--- src/rtl/tone_synth.sv ---
// tone_synth: debounced keyboard square-wave generator with octave shift,
// release tail, mute and note-status outputs.
module tone_synth #(
    parameter int CLK_HZ       = 12000000,
    parameter int NUM_KEYS     = 12,
    parameter int DEBOUNCE_CYC = 120000,
    parameter int RELEASE_CYC  = 2400000,
    parameter int DIV_W        = 22
) (
    input  logic                clk,
    input  logic                rst_n,
    input  logic [NUM_KEYS-1:0] key_n,
    input  logic [1:0]          octave,
    input  logic                mute,
    output logic                speaker,
    output logic [NUM_KEYS-1:0] led,
    output logic                note_valid,
    output logic [3:0]          note_idx
);

    localparam int DB_W  = $clog2(DEBOUNCE_CYC + 1);
    localparam int REL_W = (RELEASE_CYC > 1) ? $clog2(RELEASE_CYC) : 1;

    // Semitone frequencies starting at A4, in Hz.
    localparam int FREQ [12] = '{440, 466, 494, 523, 554, 587,
                                 622, 659, 698, 740, 784, 831};

    // Elaboration-time parameter sanity checks.
    if (NUM_KEYS < 1 || NUM_KEYS > 12) begin : g_bad_keys
        $error("tone_synth: NUM_KEYS must be 1..12");
    end
    for (genvar g = 0; g < NUM_KEYS && g < 12; g++) begin : g_hp_chk
        if (longint'(CLK_HZ / (2 * FREQ[g])) >= (longint'(1) << DIV_W)) begin : g_bad_hp
            $error("tone_synth: half-period table entry does not fit in DIV_W");
        end
    end

    typedef enum logic [1:0] {IDLE, PLAY, RELEASE} state_t;

    state_t              state, state_d;
    logic [NUM_KEYS-1:0] key_s1, key_s2, key_c, key_q;
    logic [DB_W-1:0]     db_cnt;
    logic [DIV_W-1:0]    tone_cnt, tone_cnt_d;
    logic [REL_W-1:0]    rel_cnt, rel_cnt_d;
    logic                tone_q, tone_d;
    logic [3:0]          note_d;
    logic [3:0]          sel;
    logic                any_key;
    logic [DIV_W-1:0]    hp_sel, hp_cur;
    logic [DIV_W-1:0]    run_cnt;
    logic                run_q;

    // Half-period lookup for a note index; out-of-range indices give 0.
    function automatic logic [DIV_W-1:0] hp_lookup(input logic [3:0] i);
        hp_lookup = '0;
        for (int k = 0; k < 12; k++)
            if (i == 4'(k)) hp_lookup = DIV_W'(CLK_HZ / (2 * FREQ[k]));
    endfunction

    // Reload value for a half-period; a zero half-period reloads 0 rather than wrapping.
    function automatic logic [DIV_W-1:0] reload(input logic [DIV_W-1:0] hp);
        reload = (hp == '0) ? '0 : hp - 1'b1;
    endfunction

    // Synchronise raw keys, then accept the vector once stable for DEBOUNCE_CYC samples.
    always_ff @(posedge clk) begin
        if (!rst_n) begin
            key_s1 <= '1;
            key_s2 <= '1;
            key_c  <= '1;
            key_q  <= '1;
            db_cnt <= '0;
        end else begin
            key_s1 <= key_n;
            key_s2 <= key_s1;
            if (key_s2 != key_c) begin
                key_c  <= key_s2;
                db_cnt <= DB_W'(1);
            end else if (db_cnt >= DB_W'(DEBOUNCE_CYC - 1)) begin
                key_q <= key_c;
            end else begin
                db_cnt <= db_cnt + 1'b1;
            end
        end
    end

    // Fixed priority: lowest existing pressed key wins.
    always_comb begin
        sel     = '0;
        any_key = 1'b0;
        for (int i = NUM_KEYS - 1; i >= 0; i--) begin
            if (!key_q[i]) begin
                sel     = 4'(i);
                any_key = 1'b1;
            end
        end
    end

    // Octave-shifted half-periods for the candidate and the latched note, plus free-running step.
    always_comb begin
        hp_sel = hp_lookup(sel) >> octave;
        hp_cur = hp_lookup(note_idx) >> octave;
        if (tone_cnt == '0) begin
            run_q   = ~tone_q;
            run_cnt = reload(hp_cur);
        end else begin
            run_q   = tone_q;
            run_cnt = tone_cnt - 1'b1;
        end
    end

    // Next-state logic for IDLE / PLAY / RELEASE sequencing.
    always_comb begin
        state_d    = state;
        note_d     = note_idx;
        tone_cnt_d = tone_cnt;
        tone_d     = tone_q;
        rel_cnt_d  = rel_cnt;
        case (state)
            IDLE: begin
                if (any_key) begin
                    state_d    = PLAY;
                    note_d     = sel;
                    tone_cnt_d = reload(hp_sel);
                    tone_d     = 1'b0;
                end
            end
            PLAY: begin
                if (!any_key) begin
                    state_d    = RELEASE;
                    rel_cnt_d  = REL_W'(RELEASE_CYC - 1);
                    tone_cnt_d = run_cnt;
                    tone_d     = run_q;
                end else if (sel != note_idx) begin
                    note_d     = sel;
                    tone_cnt_d = reload(hp_sel);
                end else begin
                    tone_cnt_d = run_cnt;
                    tone_d     = run_q;
                end
            end
            RELEASE: begin
                if (any_key) begin
                    state_d    = PLAY;
                    note_d     = sel;
                    tone_cnt_d = reload(hp_sel);
                end else if (rel_cnt == '0) begin
                    state_d    = IDLE;
                    note_d     = '0;
                    tone_cnt_d = '0;
                    tone_d     = 1'b0;
                end else begin
                    rel_cnt_d  = rel_cnt - 1'b1;
                    tone_cnt_d = run_cnt;
                    tone_d     = run_q;
                end
            end
            default: begin
                state_d    = IDLE;
                note_d     = '0;
                tone_cnt_d = '0;
                tone_d     = 1'b0;
            end
        endcase
    end

    // State, tone and speaker registers; speaker trails tone_q by one cycle.
    always_ff @(posedge clk) begin
        if (!rst_n) begin
            state    <= IDLE;
            note_idx <= '0;
            tone_cnt <= '0;
            tone_q   <= 1'b0;
            rel_cnt  <= '0;
            speaker  <= 1'b0;
        end else begin
            state    <= state_d;
            note_idx <= note_d;
            tone_cnt <= tone_cnt_d;
            tone_q   <= tone_d;
            rel_cnt  <= rel_cnt_d;
            speaker  <= tone_q & ~mute;
        end
    end

    // Status outputs: one-hot LED of the sounding note, valid while not idle.
    always_comb begin
        note_valid = (state != IDLE);
        for (int i = 0; i < NUM_KEYS; i++)
            led[i] = (state != IDLE) && (note_idx == 4'(i));
    end

endmodule
--- config.mk ---
export PLATFORM = sky130hd
export DESIGN_NAME = tone_synth
export DESIGN_NICKNAME = d
export VERILOG_FILES = /design/src/rtl/tone_synth.sv
export SDC_FILE = /design/constraint.sdc
export NUM_CORES = 1
export LEC_CHECK = 0
export ABC_CLOCK_PERIOD_IN_PS = 5000
export CAP_MARGIN = 20
export CORE_MARGIN = 5
export CORE_UTILIZATION = 60
export DETAILED_ROUTE_END_ITERATION = 10
export DONT_BUFFER_PORTS = 1
export PLACE_DENSITY = 0.75
export SLEW_MARGIN = 20
export SYNTH_ARGS = -nofsm -noshare
export SYNTH_HDL_FRONTEND = slang
export SYNTH_SLANG_ARGS = --single-unit
--- constraint.sdc ---
create_clock -name clk -period 5 [get_ports clk]
set_input_delay 0.75 -clock clk [delete_from_list [all_inputs] [get_ports clk]]
set_output_delay 0.75 -clock clk [all_outputs]
set_load 0.05 [all_outputs]
# Word-level counts from Yosys, hierarchy flattened
# Cells that the tools add are included.
dict set report op_classes {
  n_addsub 5
  n_lt_le_gt_ge 1
  eq_ne 35
  shifts 2
  n_mux 81
  n_bitwise 5
  reduce_logical 27
}
# operator n
set ops {}
lappend ops {{$mux W22} 33}
lappend ops {{$logic_not A22 Y1} 4}
lappend ops {{$sub A22 B1 Y22 const B} 4}
lappend ops {{$mux W4} 17}
lappend ops {{$pmux W22 S3} 1}
lappend ops {{$pmux W22 S2} 1}
lappend ops {{$shr A22 B2 Y22} 2}
lappend ops {{$eq A4 B3 Y1 const B} 8}
lappend ops {{$eq A4 B4 Y1 const B} 8}
lappend ops {{$mux W14} 2}
lappend ops {{$mux W1} 20}
lappend ops {{$add A17 B1 Y17 const B} 1}
lappend ops {{$ge A17 B17 Y1 const B} 1}
lappend ops {{$eq A4 B2 Y1 const B} 4}
lappend ops {{$ne A2 B2 Y1 const B} 7}
lappend ops {{$logic_and A1 B1 Y1} 12}
lappend ops {{$ne A12 B12 Y1} 1}
lappend ops {{$pmux W4 S3} 1}
lappend ops {{$eq A4 B1 Y1 const B} 2}
lappend ops {{$logic_not A4 Y1} 2}
lappend ops {{$mux W2} 4}
lappend ops {{$reduce_and A4 Y1} 2}
lappend ops {{$ne A3 B3 Y1 const B} 2}
lappend ops {{$pmux W2 S3} 1}
lappend ops {{11 further kinds} 16}
dict set report totals {
  ff_bits 117
  in_bits 17
  word_cells 168
}

# Depth between registers and ports, before layout
dict set report logic_depth {
  depth_word 31
  ltp_mapped 14
  ltp_nobuf 12
}

# Worst setup path before layout
# No wires, ideal clock.
dict set report synth_timing {
  path_kind {input-to-reg}
  startpoint {in octave[0]}
  endpoint {reg tone_cnt[15]}
  setup_time_ns 0.117
  t_arrival_ns 3.427
  required_time_ns 4.883
  setup_slack_ns 1.456
  stages 13
  n_path_buf 3
  cell_sequence {clkbuf_1 buf_1 clkbuf_1 o221ai_1 o31ai_1 a21oi_1 a211oi_1 ha_1 nand4_1 a31oi_4 nor4_1 a21o_1 a22o_1}
}
dict set report synth_via {
  elab_chain_cells 7
}
# element line_no
set synth_lines {}
lappend synth_lines {{start, declared} 13} ;# input logic [1:0] octave,
lappend synth_lines {{$shr A22 B2 Y22} 102} ;# hp_cur = hp_lookup(note_idx) >> octave;
lappend synth_lines {{$sub A22 B1 Y22 or $logic_not A22 Y1 (tied branches)} 62} ;# reload = (hp == '0) ? '0 : hp - 1'b1;
lappend synth_lines {{$mux W22} 62}
lappend synth_lines {{$mux W22} 103} ;# if (tone_cnt == '0) begin
lappend synth_lines {{$mux W22 (on tied branches)} {147, 134}}
lappend synth_lines {{$mux W22 (on tied branches)} {143, 129}}
lappend synth_lines {{$pmux W22 S3 *} 119} ;# case (state)
lappend synth_lines {{end signal, assigned} 179} ;# tone_cnt <= tone_cnt_d;
lappend synth_lines {{end, declared} 43} ;# logic [DIV_W-1:0] tone_cnt, tone_cnt_d;
# Mark *: on every way between the ends. The rest lies on a longest branch, timed or not. The select of a mux whose other input is x is not followed.
# A chain may end at the register's enable or synchronous reset.

# Final worst setup path
dict set report layout_timing {
  startpoint {reg note_idx[1]}
  endpoint {reg tone_cnt[17]}
}
dict set report layout_via {
  elab_chain_cells 20
}
# element line_no
set layout_lines {}
lappend layout_lines {{start, declared} 18} ;# output logic [3:0] note_idx
lappend layout_lines {{start signal, assigned} 178} ;# note_idx <= note_d;
lappend layout_lines {{$logic_not A4 Y1} 57} ;# if (i == 4'(k)) hp_lookup = DIV_W'(CLK_HZ / (2 * FREQ[k]));
lappend layout_lines {{$mux W14} 57}
lappend layout_lines {{$mux W22 (11 in series)} 57}
lappend layout_lines {{$shr A22 B2 Y22} 102}
lappend layout_lines {{$sub A22 B1 Y22 or $logic_not A22 Y1 (tied branches)} 62}
lappend layout_lines {{$mux W22} 62}
lappend layout_lines {{$mux W22} 103}
lappend layout_lines {{$mux W22 (on tied branches)} {147, 134}}
lappend layout_lines {{$mux W22 (on tied branches)} {143, 129}}
lappend layout_lines {{$pmux W22 S3 *} 119}
# Mark *: on every way between the ends. The rest lies on a longest branch, timed or not.

==> key figures <==
Outcome
  – Outcome: completed

Synth
  – Net Count, Synth: 1,049
  – Yosys warns: 0
  – Ys flop type: dfxtp_1
  – Post-synth EDFFs: 0
  – Avg Inst Size Synth: 7.51 um^2
  – Synth async-reset ratio: 0%
  – Synth cell types: 82
  – Post-Syn Instances: 1,023
  – Register area share after synthesis: a little under a third
  – Number of synthesized register bits: 117
  – Mapped cell area: just under 8000 um^2

GRT
  – Number of antenna violations at the first check in global routing: 0
  – GRT Util Overall: roughly 28%
  – Grt total ovfl: 0
  – First-pass GRT wire length: 34,500 um
  – Pin count of the biggest net entering global routing: between 50 and 60
  – Vias in the first global route: about 7,000

Clocking
  – H-tree levels: 4
  – Clock latency on the worst-skew pair: 0.42 ns
  – Hold buffers post-CTS: 0
  – CTS resizes: 0
  – Register clock-pin slew on the reported worst setup and hold paths: roughly 0.060 ns
  – CTS tree: yes
  – Worst-case clock buffer depth: 2
  – Clock Sink Count: about 120
  – Post-CTS Setup Inserts: 0
  – TritonCTS Buffers: 17
  – Clock tree root buffer cell: clkbuf_16

Worst setup path
  – Worst path most repeated cell: o21ai_0
  – Worst Path Max Fanout: 40
  – CP cell instances: inv_1 -> a221oi_1 -> nor2_1 -> or3_1 -> ha_1 -> nand4_1 -> a31oi_4 -> nor4_1 -> o21ai_0 -> o21ai_0
  – Crit path DAT: 4.15 ns
  – Worst R2R Path Depth: 10
  – CP Launch Type: flop
  – Critical path type: flop to flop
  – Crit-path max cell delay: between 0.9 and 1 ns
  – Worst R2R Setup Slack: about 1.2 ns
  – Reg2Reg Capture Point: tone_cnt[17]
  – Delay-heaviest family, CP: simple AND/OR/NAND/NOR gates
  – Worst Setup End Kind: flop
  – Required time of the worst setup path: around 5.4 ns
  – Bufs and invs on worst path: 1
  – Worst r2r src: note_idx[1]
  – Critical-path top delay cell: dfxtp_2

Placed design
  – Routability cong.: between 0.9 and 1
  – IO buf count: 0
  – Post-DP HPWL: between 10,000 and 15,000 um
  – Placed Cells incl. Taps: about 1,100

STA
  – Max_slew headroom: about two fifths
  – Worst clock skew: roughly 0.0081 ns
  – Max-slew violation count: 0
  – Period utilization: 76.1%
  – Fmax: between 200 and 300 MHz
  – Endpoints failing setup: 0
  – RSZ-0062 raised after global routing: no
  – Fin. Hold Viols: 0
  – Final setup TNS: 0 ns
  – Tmin final: between 3 and 4 ns
  – Worst slew pin tran: between 0.9 and 1 ns

Run
  – Total of max-cap violations: 0

Final layout
  – Sequential Area: ~2300 um^2
  – NumNets Final: between 1,000 and 1,500
  – Core Util, Final: ~66%
  – Layout cells sized above 1: about 6.9%
  – Area growth syn-to-layout: 7.59%
  – Post-Layout Cell Count: around 1,200
  – Multi-input logic area: about 5000 um^2
  – N_diodes: 0
  – Filler cell count: around 1,100

Route
  – DR WL/cell: 17.9 um
  – Initial DRC Count: between 900 and 1,000
  – Vias: 7,572
  – Drt total wl: approximately 21,000 um
  – Drt pass-1 iters: 6
  – Post-route DRC: 0
  – Via density: between 6 and 7
  – Detail Route Antenna Nets: 0

Power and ir drop
  – PwrDens: around 450 nW/um^2
  – Peak supply drop: between 0.2 and 0.3 mV
  – Leakage: 0.00304 uW

Min path
  – Hold Crit Class: input pin to flop
  – Hold_sp: mute
  – Hold endpoint: speaker
  – Hold depth: 1

Floorplanning
  – Core ar.: 12,600 um^2
  – Die W: around 120 um
  – Num rows: between 40 and 50
  – Die height: 123 um
  – Die area: 15,200 um^2
  – # IOs: 35
  – Starting Density: 61.1%
-- cell families after synthesis --
| logic type | share of synthesized area [%] |
|---|---|
| AO/OA/AOI/OAI | 26.0 |
| XOR/XNOR | 7.41 |
| adder cells (fa/ha/maj) | 1.60 |
| buffers and inverters | 4.69 |
| flip-flops | 30.5 |
| multiplexers | 2.65 |
| AND/OR/NAND/NOR | 27.2 |
-- layer usage --
layer | global-route usage [%] | part of all wire (%)
met5 | 0 | 0
met4 | 13.4 | 4.3
met3 | 6.04 | 8.8
met2 | 45.2 | 45
met1 | 37.1 | 42
-- sequential cells by signal, summed over array words and instances, names as in the netlist --
register,flops
rel_cnt,22
speaker,1
note_idx,4
state,2
key_q,12
tone_cnt,22
tone_q,1
db_cnt,17
key_s2,12
key_s1,12
key_c,12
-- cells in the final DEF, fill, tap and decap left out, types with 12 or more instances in the layout --
cell / count
nand3_1: 19
nor3_1: 30
nand2_1: 101
inv_1: 24
xor2_1: 33
or3_1: 23
o22ai_1: 13
dfxtp_1: 113
nor4_1: 12
nor2b_1: 14
o21ai_0: 71
a21oi_1: 77
nand2b_1: 50
xnor2_1: 32
clkbuf_16: 17
mux2i_1: 17
nor2_1: 115
-- final cells by class --
cell class,count,area share (%)
Multi-Input combinational cell,813,60.3
Sequential cell,117,28.4
Clock buffer,19,5.36
Tap cell,172,2.60
Clock inverter,13,1.39
Inverter,24,1.09
Timing Repair Buffer,10,0.908
-- power by group --
| group | leakage (uW) | internal (uW) | total, uW | switching, uW |
|---|---|---|---|---|
| combinational | 0.00182 | 554 | 1450 | 891 |
| clock | 0.000266 | 662 | 1140 | 480 |
| sequential | 0.000954 | 1040 | 1140 | 101 |
-- stage by stage --
step	total power [uW]	instance area (um^2)	setup slack (ns)	hold slack, ns
floorplan	2320	7680	1.46	0.386
global placement	2550	7700	1.39	0.387
detailed placement	2560	7700	1.28	0.391
CTS	3710	8260	1.29	0.386
global route	3960	8270	0.980	0.391
finish	3730	8270	1.20	0.399
-- worst register-to-register path, stage by stage (launching register included) --
cell and delay (ns):
dfxtp_2 0.93, inv_1 0.43, a221oi_1 0.39, nor2_1 0.08
or3_1 0.36, ha_1 0.25, nand4_1 0.37, a31oi_4 0.15
nor4_1 0.48, o21ai_0 0.19, o21ai_0 0.10
-- how the worst max path moves through the flow --
| stage | start | end | cells after the start |
|---|---|---|---|
| after CTS | note_idx[1] | tone_cnt[17] | 10 |
| after global placement | octave[1] | tone_cnt[17] | 11 |
| after detailed placement | octave[1] | tone_cnt[17] | 11 |
| after global routing | note_idx[1] | tone_cnt[0] | 11 |
| after floorplan | octave[0] | tone_cnt[15] | 13 |
| final | note_idx[1] | tone_cnt[17] | 10 |
-- cells in the mapped netlist (5+ instances only) --
master | number | share of area (%)
a211oi_1 | 11 | 1.1
a21o_1 | 5 | 0.49
a21oi_1 | 77 | 5.0
a221oi_1 | 5 | 0.57
a22o_1 | 6 | 0.68
a22oi_1 | 11 | 1.1
a311oi_1 | 6 | 0.68
a31oi_1 | 11 | 0.90
buf_1 | 9 | 0.44
buf_2 | 6 | 0.39
clkbuf_1 | 53 | 2.6
dfxtp_1 | 117 | 30
ha_1 | 9 | 1.5
inv_1 | 24 | 1.2
mux2i_1 | 17 | 2.2
nand2_1 | 101 | 4.9
nand2b_1 | 50 | 4.1
nand3_1 | 19 | 1.2
nand3b_1 | 5 | 0.49
nand4_1 | 10 | 0.81
nor2_1 | 115 | 5.6
nor2b_1 | 14 | 1.1
nor3_1 | 30 | 2.0
nor4_1 | 12 | 0.98
o211ai_1 | 10 | 0.98
o21a_1 | 7 | 0.68
o21ai_0 | 71 | 4.6
o221ai_1 | 8 | 0.91
o22ai_1 | 13 | 1.1
o31ai_1 | 10 | 0.98
or2_2 | 8 | 0.65
or3_1 | 23 | 1.9
or4_1 | 7 | 0.68
xnor2_1 | 32 | 3.6
xor2_1 | 33 | 3.8
Note: power is estimated with default switching activity, not from simulation.
